--- src/rtl/pu_da_dtlb_fa_pkg.sv ---
// Shared definitions for the PU data-access fully associative DTLB:
// default geometry, maintenance-operation encoding and small helpers.
package pu_da_dtlb_fa_pkg;

    localparam int PU_DTLB_ENTRIES = 8;
    localparam int PU_DC_TAG_W     = 20;
    localparam int PU_TID_W        = 2;

    // Stored entry field order, most significant first: {V,G,NC,K,TID,VT,PT}.
    typedef enum logic [1:0] {
        DTLB_OP_NONE    = 2'd0,
        DTLB_OP_WRITE   = 2'd1,
        DTLB_OP_INV_TID = 2'd2,
        DTLB_OP_INV_ALL = 2'd3
    } dtlb_op_e;

    // Only one maintenance action takes effect per cycle; invalidations win.
    function automatic dtlb_op_e dtlb_op_decode(input logic inv_all,
                                                input logic inv_tid,
                                                input logic we);
        dtlb_op_e op;
        if (inv_all) begin
            op = DTLB_OP_INV_ALL;
        end else if (inv_tid) begin
            op = DTLB_OP_INV_TID;
        end else if (we) begin
            op = DTLB_OP_WRITE;
        end else begin
            op = DTLB_OP_NONE;
        end
        return op;
    endfunction

    function automatic logic more_than_one(input logic [63:0] vec);
        return |(vec & (vec - 64'd1));
    endfunction

endpackage

--- src/rtl/pu_da_dtlb_fa_cam.sv ---
// Combinational match array for the DTLB: per-entry compare, lowest-index
// priority select and multiple-hit detect.
module pu_da_dtlb_cam
    import pu_da_dtlb_fa_pkg::*;
#(
    parameter int  ENTRIES = PU_DTLB_ENTRIES,
    parameter int  TAG_W   = PU_DC_TAG_W,
    parameter int  TID_W   = PU_TID_W,
    localparam int IDX_W   = $clog2(ENTRIES)
) (
    input  logic [ENTRIES-1:0]            i_v,
    input  logic [ENTRIES-1:0]            i_g,
    input  logic [ENTRIES-1:0][TID_W-1:0] i_tid,
    input  logic [ENTRIES-1:0][TAG_W-1:0] i_vt,
    input  logic [TAG_W-1:0]              i_vtag,
    input  logic [TID_W-1:0]              i_req_tid,
    output logic [IDX_W-1:0]              o_sel,
    output logic                          o_any,
    output logic                          o_multi
);

    logic [ENTRIES-1:0] w_match;

    // Per-entry match: valid, tag equal, and either global or same thread.
    always_comb begin
        w_match = '0;
        for (int i = 0; i < ENTRIES; i++) begin
            w_match[i] = i_v[i] && (i_vt[i] == i_vtag) &&
                         (i_g[i] || (i_tid[i] == i_req_tid));
        end
    end

    // Scanning downward leaves the lowest matching index selected.
    always_comb begin
        o_sel = '0;
        for (int i = ENTRIES - 1; i >= 0; i--) begin
            if (w_match[i]) begin
                o_sel = IDX_W'(i);
            end else begin
                o_sel = o_sel;
            end
        end
    end

    // Summary flags for the output stage.
    always_comb begin
        o_any   = |w_match;
        o_multi = more_than_one(64'(w_match));
    end

endmodule

--- src/rtl/pu_da_dtlb_fa.sv ---
// Fully associative data TLB: entry storage, round-robin replacement pointer
// and registered lookup results (identity pass-through when translation is off).
module pu_da_dtlb_fa
    import pu_da_dtlb_fa_pkg::*;
#(
    parameter int  ENTRIES = PU_DTLB_ENTRIES,
    parameter int  TAG_W   = PU_DC_TAG_W,
    parameter int  TID_W   = PU_TID_W,
    localparam int IDX_W   = $clog2(ENTRIES)
) (
    input  logic             clk,
    input  logic             rst_,
    input  logic             req,
    input  logic [TID_W-1:0] tid,
    input  logic             tmode,
    input  logic             on,
    input  logic [TAG_W-1:0] vtag,
    output logic [TAG_W-1:0] ptag,
    output logic             nc,
    output logic             hit,
    output logic             miss,
    output logic             fault,
    output logic             multi,
    input  logic             sw_we,
    input  logic             sw_rr,
    input  logic [IDX_W-1:0] sw_idx,
    input  logic [TAG_W-1:0] sw_vtag,
    input  logic [TAG_W-1:0] sw_ptag,
    input  logic [TID_W-1:0] sw_tid,
    input  logic             sw_glb,
    input  logic             sw_nc,
    input  logic             sw_kern,
    input  logic             sw_inv_all,
    input  logic             sw_inv_tid,
    output logic [IDX_W-1:0] rr_ptr
);

    logic [ENTRIES-1:0]            r_v;
    logic [ENTRIES-1:0]            r_g;
    logic [ENTRIES-1:0]            r_nc;
    logic [ENTRIES-1:0]            r_k;
    logic [ENTRIES-1:0][TID_W-1:0] r_tid;
    logic [ENTRIES-1:0][TAG_W-1:0] r_vt;
    logic [ENTRIES-1:0][TAG_W-1:0] r_pt;
    logic [IDX_W-1:0]              r_rr;

    logic [TAG_W-1:0] r_ptag;
    logic             r_nc_o;
    logic             r_hit;
    logic             r_miss;
    logic             r_fault;
    logic             r_multi;

    dtlb_op_e           w_op;
    logic [IDX_W-1:0]   w_tgt;
    logic [ENTRIES-1:0] w_tid_kill;
    logic [IDX_W-1:0]   w_sel;
    logic               w_any;
    logic               w_multi;

    // Resolve the single maintenance action and its target slot.
    always_comb begin
        w_op       = dtlb_op_decode(sw_inv_all, sw_inv_tid, sw_we);
        w_tgt      = sw_rr ? r_rr : sw_idx;
        w_tid_kill = '0;
        for (int i = 0; i < ENTRIES; i++) begin
            w_tid_kill[i] = !r_g[i] && (r_tid[i] == sw_tid);
        end
    end

    pu_da_dtlb_cam #(
        .ENTRIES (ENTRIES),
        .TAG_W   (TAG_W),
        .TID_W   (TID_W)
    ) u_cam (
        .i_v       (r_v),
        .i_g       (r_g),
        .i_tid     (r_tid),
        .i_vt      (r_vt),
        .i_vtag    (vtag),
        .i_req_tid (tid),
        .o_sel     (w_sel),
        .o_any     (w_any),
        .o_multi   (w_multi)
    );

    // Valid bits and replacement pointer; these are the only reset storage.
    always_ff @(posedge clk or negedge rst_) begin
        if (!rst_) begin
            r_v  <= '0;
            r_rr <= '0;
        end else begin
            case (w_op)
                DTLB_OP_INV_ALL: r_v <= '0;
                DTLB_OP_INV_TID: r_v <= r_v & ~w_tid_kill;
                DTLB_OP_WRITE: begin
                    r_v[w_tgt] <= 1'b1;
                    if (sw_rr) begin
                        r_rr <= r_rr + {{(IDX_W-1){1'b0}}, 1'b1};
                    end
                end
                default: r_v <= r_v;
            endcase
        end
    end

    // Entry payload is meaningless while V=0, so it carries no reset.
    always_ff @(posedge clk) begin
        if (w_op == DTLB_OP_WRITE) begin
            r_g[w_tgt]   <= sw_glb;
            r_nc[w_tgt]  <= sw_nc;
            r_k[w_tgt]   <= sw_kern;
            r_tid[w_tgt] <= sw_tid;
            r_vt[w_tgt]  <= sw_vtag;
            r_pt[w_tgt]  <= sw_ptag;
        end
    end

    // Lookup result registers; ptag/nc hold across idle cycles.
    always_ff @(posedge clk or negedge rst_) begin
        if (!rst_) begin
            r_ptag  <= '0;
            r_nc_o  <= 1'b0;
            r_hit   <= 1'b0;
            r_miss  <= 1'b0;
            r_fault <= 1'b0;
            r_multi <= 1'b0;
        end else if (!req) begin
            r_hit   <= 1'b0;
            r_miss  <= 1'b0;
            r_fault <= 1'b0;
            r_multi <= 1'b0;
        end else if (!on) begin
            r_ptag  <= vtag;
            r_nc_o  <= 1'b0;
            r_hit   <= 1'b1;
            r_miss  <= 1'b0;
            r_fault <= 1'b0;
            r_multi <= 1'b0;
        end else if (w_any) begin
            r_ptag  <= r_pt[w_sel];
            r_nc_o  <= r_nc[w_sel];
            r_hit   <= 1'b1;
            r_miss  <= 1'b0;
            r_fault <= r_k[w_sel] & ~tmode;
            r_multi <= w_multi;
        end else begin
            r_nc_o  <= 1'b0;
            r_hit   <= 1'b0;
            r_miss  <= 1'b1;
            r_fault <= 1'b0;
            r_multi <= 1'b0;
        end
    end

    assign ptag   = r_ptag;
    assign nc     = r_nc_o;
    assign hit    = r_hit;
    assign miss   = r_miss;
    assign fault  = r_fault;
    assign multi  = r_multi;
    assign rr_ptr = r_rr;

endmodule

--- config.mk ---
export PLATFORM = sky130hd
export DESIGN_NAME = pu_da_dtlb_fa
export DESIGN_NICKNAME = d
export VERILOG_FILES = /design/src/rtl/pu_da_dtlb_fa_pkg.sv /design/src/rtl/pu_da_dtlb_fa_cam.sv /design/src/rtl/pu_da_dtlb_fa.sv
export SDC_FILE = /design/constraint.sdc
export NUM_CORES = 1
export LEC_CHECK = 0
export BUFFER_PORTS_ARGS = -buffer_cell sky130_fd_sc_hd__buf_4
export CORE_MARGIN = 10
export CORE_UTILIZATION = 55
export DETAILED_ROUTE_END_ITERATION = 12
export PLACE_DENSITY = 0.8
export SYNTH_ARGS = -nofsm -noshare
export SYNTH_HDL_FRONTEND = slang
export SYNTH_HIERARCHICAL = 1
export SYNTH_SLANG_ARGS = --single-unit
export TNS_END_PERCENT = 30
--- constraint.sdc ---
create_clock -name clk -period 9.2 [get_ports clk]
set_clock_uncertainty 0.2 [all_clocks]
set_input_delay 1.84 -clock clk [delete_from_list [all_inputs] [get_ports clk]]
set_output_delay 1.84 -clock clk [all_outputs]
set_load 0.01 [all_outputs]
Word level (Yosys, flattened, before mapping)
Cells that the tools add are included.

Bitwise logic cells: 6. Reduce and logical (&&, ||, !) cells: 46. Muxes and demuxes: 47. Order comparisons: 3. $add $sub $neg: 2. Equal/unequal tests: 28.

Operators by type and width (count): $bwmux W160 (2); $eq A20 B20 Y1 (8); $mux W20 (4); $and A8 B64 Y64 (1); $reduce_or A64 Y1 (1); $bmux W20 S3 (1); $demux W20 S3 (1); $eq A2 B2 Y1 (16); $mux W3 (9); $logic_and A1 B1 Y1 (25); $bwmux W8 (3); $pmux W8 S3 (1); $mux W1 (18); $bwmux W16 (1); $sub A8 B1 Y9 const B (1); $and A8 B8 Y8 (1); $logic_not A1 Y1 (8); $logic_or A1 B1 Y1 (8); $lt A3 B4 Y1 const B (2); $not A8 Y8 (1); $or A8 B8 Y8 (1); $reduce_or A8 Y1 (1); $bmux W1 S3 (2); $demux W2 S3 (1); 11 further kinds (15).

Logic and storage cells: 167. Input port bits: 79. Register bits: 396.

Longest topological paths before layout
Gate-level depths: netlist (run 1).

Word-level depth: 17. Mapped depth: 15. Gate-level depth less buffers: 11.

Cells and area by module
The synthesis (run 1) kept the hierarchy.

Modules (own cells, without submodules): pu_da_dtlb_fa (times used 1, cells each 717, sequential area each 11711.2 µm², area an instance 14192.4 µm²); pu_da_dtlb_cam (times used 1, cells each 291, sequential area each 0.0 µm², area an instance 2288.4 µm²).

Worst setup path after synthesis (run 1)
No wires, ideal clock.

Kind: in2reg. Start point: input port sw_inv_tid. End point: register r_g[7] (enable). Arrival time: 4.475 ns. Stages: 5. Setup slack: 4.077 ns. Path buffers: 0. Path through: or2_2 inv_1 ha_1 nand2_1 nor2_1.

Word-level cells in the longest chain between the ends: 3.

Ends and longest elaborated chain: start, declared (RTL line pu_da_dtlb_fa.sv:34) `input logic sw_inv_tid,`; $mux W2 (RTL line pu_da_dtlb_fa_pkg.sv:24) `end else if (inv_tid) begin`; $mux W2 (RTL line pu_da_dtlb_fa_pkg.sv:22) `if (inv_all) begin`; $eq A2 B1 Y1 (RTL line pu_da_dtlb_fa.sv:109) `if (w_op == DTLB_OP_WRITE) begin`; end signal, assigned by index (RTL line pu_da_dtlb_fa.sv:110) `r_g[w_tgt] <= sw_glb;`; end, declared (RTL line pu_da_dtlb_fa.sv:39) `logic [ENTRIES-1:0] r_g;`.

No other way between the ends. A chain may end at the register's enable or synchronous reset.

Worst setup path in the final report (run 1)
Start point: input port vtag[2]. End point: register r_ptag[15], in the netlist ptag[15].

Word-level cells in the longest chain between the ends: 15.

Ends and longest elaborated chain: start, declared (RTL line pu_da_dtlb_fa.sv:17) `input logic [TAG_W-1:0] vtag,`; $eq A20 B20 Y1 (RTL line pu_da_dtlb_fa_cam.sv:28) `w_match[i] = i_v[i] && (i_vt[i] == i_vtag) &&`; $logic_and A1 B1 Y1 (2 in series) (RTL line pu_da_dtlb_fa_cam.sv:28); $mux W3 (7 in series) (RTL line pu_da_dtlb_fa_cam.sv:37) `if (w_match[i]) begin`; $mux W3 (*) (RTL line pu_da_dtlb_fa_cam.sv:37); via w_sel[2] (RTL line pu_da_dtlb_fa.sv:57) `logic [IDX_W-1:0] w_sel;`; $bmux W20 S3 (*) (RTL line pu_da_dtlb_fa.sv:141) `r_ptag <= r_pt[w_sel];`; $mux W20 (not written as such) (*) (RTL line pu_da_dtlb_fa.sv:141); $mux W20 (*) (RTL line pu_da_dtlb_fa.sv:140) `end else if (w_any) begin`; $mux W20 (*) (RTL line pu_da_dtlb_fa.sv:133) `end else if (!on) begin`; end signal, assigned (RTL line pu_da_dtlb_fa.sv:134) `r_ptag <= vtag;`; end signal, assigned (RTL line pu_da_dtlb_fa.sv:141); end, declared (RTL line pu_da_dtlb_fa.sv:47) `logic [TAG_W-1:0] r_ptag;`.

Mark *: on every way through the listed nets, which the timed path passes. The rest lies on a longest branch. The select of a mux whose other input is x is not followed.

==> flow_metrics.py, run 1 <==
metrics = {
    "pwr": {
        "leakage_nw": 6.27,
        "vdd_drop_max_mv": 0.145,
        "powerDensity_nw_per_um2": 211,
    },
    "worst_setup_path": {
        "slowest_delay_ns": 0.92,
        "reg2reg_slack_ns": 4.79,
        "worstPathRequired_ns": 9.41,
        "worst_path_max_delay_cell": "and2_1",
        "timing.rr.end": "ptag[15]$_DFFE_PN0P_",
        "crit_top_cell": "and2_1",
        "rr_startpoint": "r_vt[102]$_DFFE_PP_",
        "crit_path_start_kind": "primary input",
        "critPathKind": "primary input to register",
        "cp_num_buf_inv": 1,
        "crit_family": "simple AND/OR/NAND/NOR gates",
        "cp_cell_sequence": "buf_4 > xnor2_1 > nand4_1 > nor4_1 > o2111ai_1 > and2_1 > a31oi_1 > and2_1 > a22oi_1 > nand2_1 > o21ai_2",
        "crit_arrival_ns": 5.73,
        "ff2ff_path_depth": 10,
        "endpoint_kind": "register",
        "path_max_fanout": 21,
    },
    "detailed_routing": {
        "drt-wirelength-per-cell_um": 26.3,
        "drt-initial-drc-count": 910,
        "vias": 9244,
        "ant_nets": 0,
        "viasPerCell": 5.99,
        "drc": 0,
        "first_pass_iters": 5,
        "wl_mm": 40.5,
    },
    "logic_synthesis": {
        "synth_cell_type_count": 52,
        "synth-seq-cells": 396,
        "ys.flop_type": "edfxtp_1",
        "synth_top_family_by_area": "XOR/XNOR gates",
        "synth-xor-area-share_pct": 10.4,
        "synth_fa_ha_area_share_pct": 0.433,
        "synth-seq-area-share_pct": 71.1,
        "syn_nets": 1091,
        "postSynthAreaPerCell_um2": 16.4,
        "synthMuxAreaShare_pct": 5.69,
        "synth_edf_count": 360,
        "synthArstFlopShare_pct": 9.09,
        "synth-compound-area-share_pct": 5.72,
        "synth-simple-area-share_pct": 3.99,
        "yosysWarnings": 6,
        "syn_area_um2": 16500,
        "synthCells": 1008,
    },
    "run_status": {
        "outcome": "completed",
    },
    "cts": {
        "clkTransAtPathRegs_ns": 0.06,
        "cts_htree_levels": 2,
        "clockBufferDepth": 3,
        "cts_buffers": 41,
        "cts_tree": "yes",
        "clk_latency_ns": 0.55,
        "cts.sinks": 396,
        "cts_root_buf": "clkbuf_16",
        "post_cts_buffers": 0,
        "cts.repair.resized": 0,
        "ctsHoldBuffers": 0,
    },
    "hold_path": {
        "hold_start": "nc$_DFFE_PN0P_",
        "hold_path_class": "register to register",
        "min_to": "nc$_DFFE_PN0P_",
        "holdPathStages": 2,
    },
    "flow_run": {
        "drv_cap": 0,
    },
    "die": {
        "rows": 63,
        "initial_utilization_pct": 55.6,
        "core_region_area_um2": 29600,
        "io_pins": 107,
        "die_w_um": 193,
        "die_height_um": 193,
        "dieArea_um2": 37300,
    },
    "sta": {
        "fin_crit_ns": 5.52,
        "rsz0062_at_grt": "no",
        "fmax_mhz": 181,
        "min_period_over_period_pct": 60.0,
        "tightest_slew_ns": 1.20,
        "holdWs_ns": 0.338,
        "relSlewSlack_pct": 19.9,
        "finalSetupViolCount": 0,
        "totalNegativeSetupSlack_ns": 0,
        "timing_hold_violations_final": 0,
        "slew_violations": 0,
    },
    "grt": {
        "grt_antenna_before_repair": 0,
        "grt_pass1_vias": 9374,
        "grt_overflow": 0,
        "grt_pass1_wl_mm": 59.8,
        "grt_max_degree": 46,
        "grt_use_total_pct": 21.6,
    },
    "placement": {
        "place_area_um2": 17500,
        "gp_congestion": 0.852,
        "dp_hpwl_mm": 25.3,
        "port_buffers": 106,
    },
    "layout": {
        "fin_nets": 1203,
        "drive_gt1_share_pct": 18.5,
        "area_growth_pct": 14.5,
        "final_cell_mix": "edfxtp_1 (360), buf_4 (121), xnor2_1 (106), xor2_1 (87), mux2i_1 (84)",
        "final_common_cell": "edfxtp_1",
        "design_area_um2": 18900,
    },
}
## tightest hold or removal path: cells and delay by family, from the launching register on
family | cells | cell delay, ns
buf+inv | 1 | 0.06
compound gates | 1 | 0.05
flops | 1 | 0.39
## metal layers
metal | vias up | track usage [%] | routed length [um]
met2 | 458 | 35.6 | 20100
met5 | - | 0 | 0
met1 | 4666 | 28.5 | 15800
met4 | 0 | 6.89 | 1230
li1 | 4043 | - | -
met3 | 77 | 4.14 | 3390
## final cells by class
class	instances	area [um2]
sequential	396	11700
tap	390	488
clock buffer	54	1120
fill	2097	10800
multi-input combinational	551	4390
timing repair buffer	121	908
inverter	9	33.8
clock inverter	21	211
antenna	1	2.50
## cell families after synthesis
kind of cell / Yosys count
fa+ha+maj: 6
simple gates: 127
compound gates: 135
mux: 89
flops: 396
buf+inv: 61
xor+xnor: 194
## state kept, by name, summed over array words and instances (netlist names), 3 cells and up
register	count
r_pt	160
r_vt	160
ptag	20
r_tid	16
r_g	8
r_k	8
r_nc	8
r_v	8
rr_ptr	3
## worst max-delay path by stage
stage	start	end	slack (ns)	cells after the start
2_1_floorplan	sw_inv_tid	r_g[7]$_DFFE_PP_	4.08	5
3_5_place_dp	vtag[2]	ptag[15]$_DFFE_PN0P_	3.35	11
4_1_cts	vtag[2]	ptag[15]$_DFFE_PN0P_	3.87	11
3_3_place_gp	vtag[14]	fault$_DFF_PN0_	3.40	12
6_report	vtag[2]	ptag[15]$_DFFE_PN0P_	3.68	11
5_1_grt	vtag[14]	ptag[15]$_DFFE_PN0P_	3.55	11
## synthesized netlist by cell type (all sizes together) (2+ instances only)
cell	instances	area [um2]
a21boi	2	15.0
a21oi	24	120
a22oi	62	465
a31oi	2	12.5
and2	2	12.5
buf	37	363
clkbuf	15	56.3
dfrtp	36	901
edfxtp	360	10800
ha	4	50.1
inv	9	33.8
maj3	2	21.3
mux2	2	22.5
mux2i	84	841
mux4	3	75.1
nand2	38	143
nand2b	3	18.8
nand3	6	30.0
nand4	23	144
nor2	18	67.6
nor2b	6	37.5
nor3	6	30.0
nor4	18	113
o2111ai	4	35.0
o21ai	23	149
o22a	2	17.5
o31ai	8	60.1
or2	2	12.5
or4	3	30.0
xnor2	106	928
xor2	88	778
## per-stage QoR
step,instances,setup WS (ns),utilization (%),power [mW]
6_report,1543,3.68,63.6,3.98
5_1_grt,1542,3.55,63.6,4.11
4_1_cts,1542,3.87,63.6,4.00
3_5_place_dp,1467,3.35,59.2,2.39
3_3_place_gp,1467,3.40,59.2,2.39
2_1_floorplan,1008,4.08,-,2.24
## power breakdown
part	total [mW]	switching, mW	internal, mW
Clock	1.63	0.678	0.947
Combinational	0.291	0.179	0.112
Sequential	2.07	0.0390	2.03
Total	3.98	0.896	3.09
Note: power is estimated with default switching activity, not from simulation.
==> run 2, diff against run 1 <==
Settings changed: PLACE_DENSITY 0.8 to 0.83.
Clock period 9.2 ns to 5.01 ns, I/O delays scaled along.
==> run 2 against run 1 <==
- design area up 0.61%
- clock power up 70%
- sequential cell count unchanged
- critical path depth up 3
==> flow_metrics.py, run 2 (synthesis results as in run 1) <==
metrics = {
    "detailed_routing": {
        "drt-wirelength-per-cell_um": 25.9,
        "wl_met1_mm": 15.5,
        "ant_nets": 0,
        "first_pass_iters": 5,
        "drt-initial-drc-count": 862,
        "viasPerCell": 5.97,
        "wl_mm": 40.4,
        "wl_met3_mm": 3.56,
        "drc": 0,
        "wl_met2_mm": 20.1,
        "maxUsedRoutingLayer": "met5",
        "vias": 9301,
    },
    "worst_setup_path": {
        "cp_num_buf_inv": 3,
        "path_max_fanout": 23,
        "crit_path_start_kind": "primary input",
        "crit_top_cell": "buf_4",
        "slowest_delay_ns": 0.60,
        "cp_cell_sequence": "buf_4 > xnor2_1 > nand4_1 > nor4_1 > o311ai_0 > a21boi_0 > o21ai_0 > a21boi_4 > buf_12 > buf_4 > mux2i_1 > a22oi_1 > nand2_1 > o21ai_1",
        "crit_arrival_ns": 4.30,
        "crit_family": "compound AO/OA/AOI/OAI gates",
        "worstPathRequired_ns": 5.22,
        "critPathKind": "primary input to register",
        "worst_path_max_delay_cell": "nor4_1",
        "endpoint_kind": "register",
    },
    "grt": {
        "grt_use_total_pct": 21.5,
        "grt_antenna_before_repair": 1,
        "grt_pass1_wl_mm": 59.3,
        "grt_max_degree": 46,
        "grt_pass1_vias": 9503,
        "grt_overflow": 0,
    },
    "sta": {
        "tightest_slew_ns": 0.882,
        "rsz0062_at_grt": "no",
        "relSlewSlack_pct": 41.0,
        "min_period_over_period_pct": 81.8,
        "fin_crit_ns": 4.10,
        "timing_hold_violations_final": 0,
        "finalSetupViolCount": 0,
        "fmax_mhz": 244,
        "slew_violations": 0,
        "totalNegativeSetupSlack_ns": 0,
    },
    "die": {
        "io_pins": 107,
        "dieArea_um2": 37300,
        "initial_utilization_pct": 55.6,
        "die_w_um": 193,
        "rows": 63,
        "core_region_area_um2": 29600,
        "die_height_um": 193,
    },
    "layout": {
        "design_area_um2": 19000,
        "drive_gt1_share_pct": 19.3,
        "final_common_cell": "edfxtp_1",
        "fin_nets": 1221,
        "fillers": 2064,
        "final_cell_mix": "edfxtp_1 (360), buf_4 (135), xnor2_1 (106), xor2_1 (87), mux2i_1 (84)",
        "area_growth_pct": 15.2,
        "diodes": 0,
    },
    "cts": {
        "cts_htree_levels": 2,
        "cts_root_buf": "clkbuf_16",
        "cts_buffers": 39,
        "cts.sinks": 396,
        "cts.repair.resized": 0,
        "clk_latency_ns": 0.53,
        "ctsHoldBuffers": 0,
        "clockBufferDepth": 3,
        "post_cts_buffers": 0,
        "cts_tree": "yes",
        "clkTransAtPathRegs_ns": 0.06,
    },
    "pwr": {
        "vdd_drop_max_mv": 0.268,
        "leakage_nw": 6.35,
        "powerDensity_nw_per_um2": 374,
    },
    "hold_path": {
        "hold_path_class": "primary input to asynchronous set/reset pin",
    },
    "run_status": {
        "outcome": "completed",
    },
    "flow_run": {
        "drv_cap": 0,
    },
    "placement": {
        "gp_congestion": 0.838,
        "dp_hpwl_mm": 25.9,
        "place_area_um2": 17800,
        "port_buffers": 106,
    },
}
## run 2: per-layer routing
metal  vias to the layer above  track usage, %
met4                         2            7.40
met5                         -               0
met2                       472            36.4
met1                      4671            27.1
met3                        82            4.42
li1                       4074               -
## run 2: per-stage QoR
step	utilization (%)	instances	setup WS, ns	hold WS (ns)	total power, mW
floorplan	-	1008	0.725	0.291	4.12
global placement	59.9	1487	0.508	0.309	4.38
detailed placement	59.9	1487	0.428	0.321	4.40
CTS	64.0	1558	0.985	0.289	7.13
global route	64.0	1558	0.711	0.303	7.32
finish	64.0	1558	0.913	0.285	7.10
## run 2: worst paths after layout
kind	slack, ns	to	startpoint	cells after the start
worst max-delay path	0.91	ptag[8]$_DFFE_PN0P_	vtag[15]	14
worst min-delay path	0.28	ptag[2]$_DFFE_PN0P_	rst_	1
worst max register to register	1.21	ptag[8]$_DFFE_PN0P_	r_vt[143]$_DFFE_PP_	13
worst min register to register	0.33	nc$_DFFE_PN0P_	nc$_DFFE_PN0P_	2
max in group asynchronous	3.87	r_v[7]$_DFFE_PN0P_	rst_	1
min in group clk	0.33	nc$_DFFE_PN0P_	nc$_DFFE_PN0P_	2
## run 2: cell type report
type / instances / area, um2 / area share (%)
Clock inverter: 20 / 131 / 0.692
Multi-Input combinational cell: 551 / 4390 / 23.1
Timing Repair Buffer: 141 / 1130 / 5.97
Inverter: 9 / 33.8 / 0.178
Tap cell: 390 / 488 / 2.57
Clock buffer: 51 / 1090 / 5.76
Sequential cell: 396 / 11700 / 61.7
## run 2: worst register-to-register path: stages (launching register included)
cell      delay (ns)
edfxtp_1        0.39
xnor2_1         0.16
nand4_1         0.25
nor4_1          0.60
o311ai_0        0.27
a21boi_0        0.21
o21ai_0         0.16
a21boi_4        0.49
buf_12          0.28
buf_4           0.20
mux2i_1         0.22
a22oi_1         0.11
nand2_1         0.10
o21ai_1         0.05
## run 2: power by group
group          leakage, nW  switching, mW  internal, mW  total [mW]
logic                 2.03          0.326         0.209       0.535
clock network        0.605           1.18          1.59        2.77
registers             3.71         0.0718          3.72        3.80
==> run 3, diff against run 2 <==
Settings changed: ABC_AREA from default to 1.
Clock period 5.01 ns to 3.5 ns, I/O delays scaled along.
==> run 3 against run 2 <==
- the flow now finishes with violations (DRC)
- synthesized cell count increased by 83%
- die area increased by 8.6%
- total power increased by 49%
- first-iteration DRC count increased by 85%
- hold slack got worse by 0.093 ns
- synthesized area increased by 9.6%
- sequential power increased by 42%
- global-route usage increased by 2.0 points
- clock power increased by 55%
- sequential share of layout area decreased by 5.9 points
- largest cell class unchanged
==> flow_metrics.py, run 3 <==
metrics = {
    "worst_setup_path": {
        "critPathLaunch": "vtag[8]",
        "cp_num_buf_inv": 4,
        "reg2reg_slack_ns": 0.45,
        "endpoint_kind": "register",
        "worstSetupEndpoint": "ptag[7]$_DFFE_PN0P_",
        "crit_top_cell": "nand2_1",
        "worstPathRequired_ns": 3.76,
        "rr_startpoint": "r_vt[157]$_DFFE_PP_",
        "critPathKind": "primary input to register",
        "slowest_delay_ns": 0.28,
        "crit_arrival_ns": 3.37,
        "ff2ff_path_depth": 20,
        "crit_path_start_kind": "primary input",
        "cp_num_cells": 22,
        "timing.rr.end": "ptag[7]$_DFFE_PN0P_",
        "worst_path_max_delay_cell": "a21oi_4",
        "cp_cell_sequence": "buf_4 > inv_2 > nand2_1 > nand2_1 > nor2_1 > nand2_1 > nor2_1 > nand2_2 > nor2_4 > inv_1 > nand2_1 > nand2_1 > nand2_1 > nand2_1 > a21oi_4 > buf_12 > nor2_1 > nor2_1 > o21ai_0 > nand3_1 > nand3_1 > a21oi_1",
        "crit_family": "simple AND/OR/NAND/NOR gates",
        "path_max_fanout": 38,
    },
    "detailed_routing": {
        "viasPerCell": 5.48,
        "drt-initial-drc-count": 1594,
        "wl_met1_mm": 18.6,
        "wl_met2_mm": 23.7,
        "wl_met3_mm": 5.15,
        "maxUsedRoutingLayer": "met5",
        "first_pass_iters": 9,
        "ant_nets": 0,
        "drc": 1,
        "wl_mm": 49.3,
        "vias": 13500,
        "drt-wirelength-per-cell_um": 20.0,
    },
    "sta": {
        "relSlewSlack_pct": 41.0,
        "totalNegativeSetupSlack_ns": 0,
        "slew_violations": 0,
        "finalSetupViolCount": 0,
        "min_period_over_period_pct": 88.8,
        "rsz0062_at_grt": "no",
        "fin_crit_ns": 3.11,
        "tightest_slew_ns": 0.883,
        "timing_hold_violations_final": 0,
        "fmax_mhz": 322,
    },
    "flow_run": {
        "drv_cap": 0,
    },
    "grt": {
        "grt_overflow": 0,
        "grt_pass1_wl_mm": 73.9,
        "grt_use_total_pct": 23.5,
        "grt_pass1_vias": 12800,
        "grt_max_degree": 52,
        "grt_antenna_before_repair": 2,
    },
    "layout": {
        "fillers": 2450,
        "fin_cells": 2457,
        "drive_gt1_share_pct": 12.9,
        "area_growth_pct": 16.2,
        "fin_nets": 2067,
        "final_common_cell": "nand2_1",
        "post-route-util_pct": 64.7,
        "final_cell_mix": "nand2_1 (647), edfxtp_1 (360), inv_1 (212), nor2_1 (177), buf_4 (137)",
        "multi_input_area_um2": 5200,
        "register_area_um2": 11700,
        "design_area_um2": 21000,
    },
    "logic_synthesis": {
        "synthMuxAreaShare_pct": 0,
        "yosysWarnings": 6,
        "synth_fa_ha_area_share_pct": 0.277,
        "syn_area_um2": 18100,
        "synth_top_area_share_pct": 59.8,
        "ys.flop_type": "edfxtp_1",
        "synth.largest_area_cell": "edfxtp_1",
        "synth-seq-area-share_pct": 64.8,
        "synthCells": 1849,
        "synth_edf_count": 360,
        "synth-seq-cells": 396,
        "synthArstFlopShare_pct": 9.09,
        "synth_cell_type_count": 34,
        "synthTopCellsByArea": "edfxtp_1 (60%), nand2_1 (13%), dfrtp_1 (5.0%)",
        "synth-xor-area-share_pct": 3.00,
        "synth_top_family_by_area": "simple AND/OR/NAND/NOR gates",
        "synth-simple-area-share_pct": 21.3,
        "syn_nets": 1932,
        "synth_common_cells": "nand2_1 (647), edfxtp_1 (360), inv_1 (213)",
        "postSynthAreaPerCell_um2": 9.77,
        "synth_most_common_cell": "nand2_1",
        "synth-compound-area-share_pct": 3.78,
    },
    "placement": {
        "gp_congestion": 1.01,
        "dp_hpwl_mm": 32.0,
        "port_buffers": 106,
        "place_area_um2": 19700,
        "dp_cells": 2382,
    },
    "pwr": {
        "vdd_drop_max_mv": 0.473,
        "leakage_nw": 8.87,
        "powerDensity_nw_per_um2": 502,
    },
    "cts": {
        "cts_tree": "yes",
        "cts.sinks": 396,
        "cts_root_buf": "clkbuf_16",
        "cts_buffers": 41,
        "clockBufferDepth": 3,
        "cts_htree_levels": 2,
        "cts.repair.resized": 0,
        "clkTransAtPathRegs_ns": 0.06,
        "clk_latency_ns": 0.54,
    },
    "run_status": {
        "violations": "DRC",
        "outcome": "finished with violations",
    },
    "die": {
        "rows": 66,
        "core_region_area_um2": 32500,
        "die_height_um": 201,
        "initial_utilization_pct": 55.7,
        "die_w_um": 201,
        "dieArea_um2": 40500,
        "io_pins": 107,
    },
    "hold_path": {
        "hold_path_class": "primary input to register",
    },
}
run 3: cell types whose count changed after synthesis, sizes merged, moves of 53 or more:
cell / delta
nand3: +99
mux2i: -84
xnor2: -53
inv: +219
xor2: -79
nor2: +178
nand2: +616
a22oi: -62
run 3: how the worst min path moves through the flow:
stage | slack (ns) | endpoint | depth (start not counted) | startpoint
floorplan | 0.20 | fault$_DFF_PN0_ | 0 | rst_
global placement | 0.29 | rr_ptr[2]$_DFFE_PN0P_ | 1 | rr_ptr[2]$_DFFE_PN0P_
detailed placement | 0.30 | rr_ptr[2]$_DFFE_PN0P_ | 1 | rr_ptr[2]$_DFFE_PN0P_
CTS | 0.17 | r_pt[31]$_DFFE_PP_ | 1 | sw_ptag[11]
global route | 0.18 | r_pt[71]$_DFFE_PP_ | 1 | sw_ptag[11]
finish | 0.19 | r_pt[31]$_DFFE_PP_ | 1 | sw_ptag[11]
run 3: logic make-up (layout without fill, tap and decap cells):
group / count (synthesis) / count (layout)
other cells: 0 / 1
flops: 396 / 396
compound gates: 131 / 131
xor+xnor: 62 / 62
fa+ha+maj: 4 / 4
buf+inv: 292 / 457
simple gates: 964 / 964
run 3: per-stage QoR:
stage	hold WS, ns	worst slack [ns]	power [mW]
floorplan	0.204	-0.319	5.89
global placement	0.287	0.0194	6.31
detailed placement	0.299	-0.0586	6.33
CTS	0.172	0.475	10.6
global route	0.181	0.214	10.8
finish	0.191	0.391	10.5
run 3: repair_timing:
action / 4_1_cts / 5_1_grt
hold endpoints to repair: 32 / 0
hold buffers: 1 / 0
buffers inserted: 0 / 0
run 3: routing by layer:
metal / vias to the layer above / GRT usage, %
li1: 6207 / -
met3: 115 / 4.05
met5: - / 0
met4: 2 / 8.86
met2: 781 / 39.0
met1: 6357 / 30.4
run 3: area by class of cell:
| cell class | count | share of cell area [%] |
|---|---|---|
| multi-input combinational | 1161 | 24.8 |
| tap | 442 | 2.63 |
| sequential | 396 | 55.8 |
| clock inverter | 21 | 1.00 |
| inverter | 230 | 4.12 |
| timing repair buffer | 154 | 6.47 |
| clock buffer | 52 | 5.23 |
| antenna | 1 | 0.0119 |
run 3: power breakdown:
| part | total [mW] | internal, mW | switching [mW] |
|---|---|---|---|
| Combinational | 0.852 | 0.303 | 0.549 |
| Sequential | 5.40 | 5.32 | 0.0819 |
| Clock | 4.29 | 2.52 | 1.78 |
| Total | 10.5 | 8.14 | 2.41 |
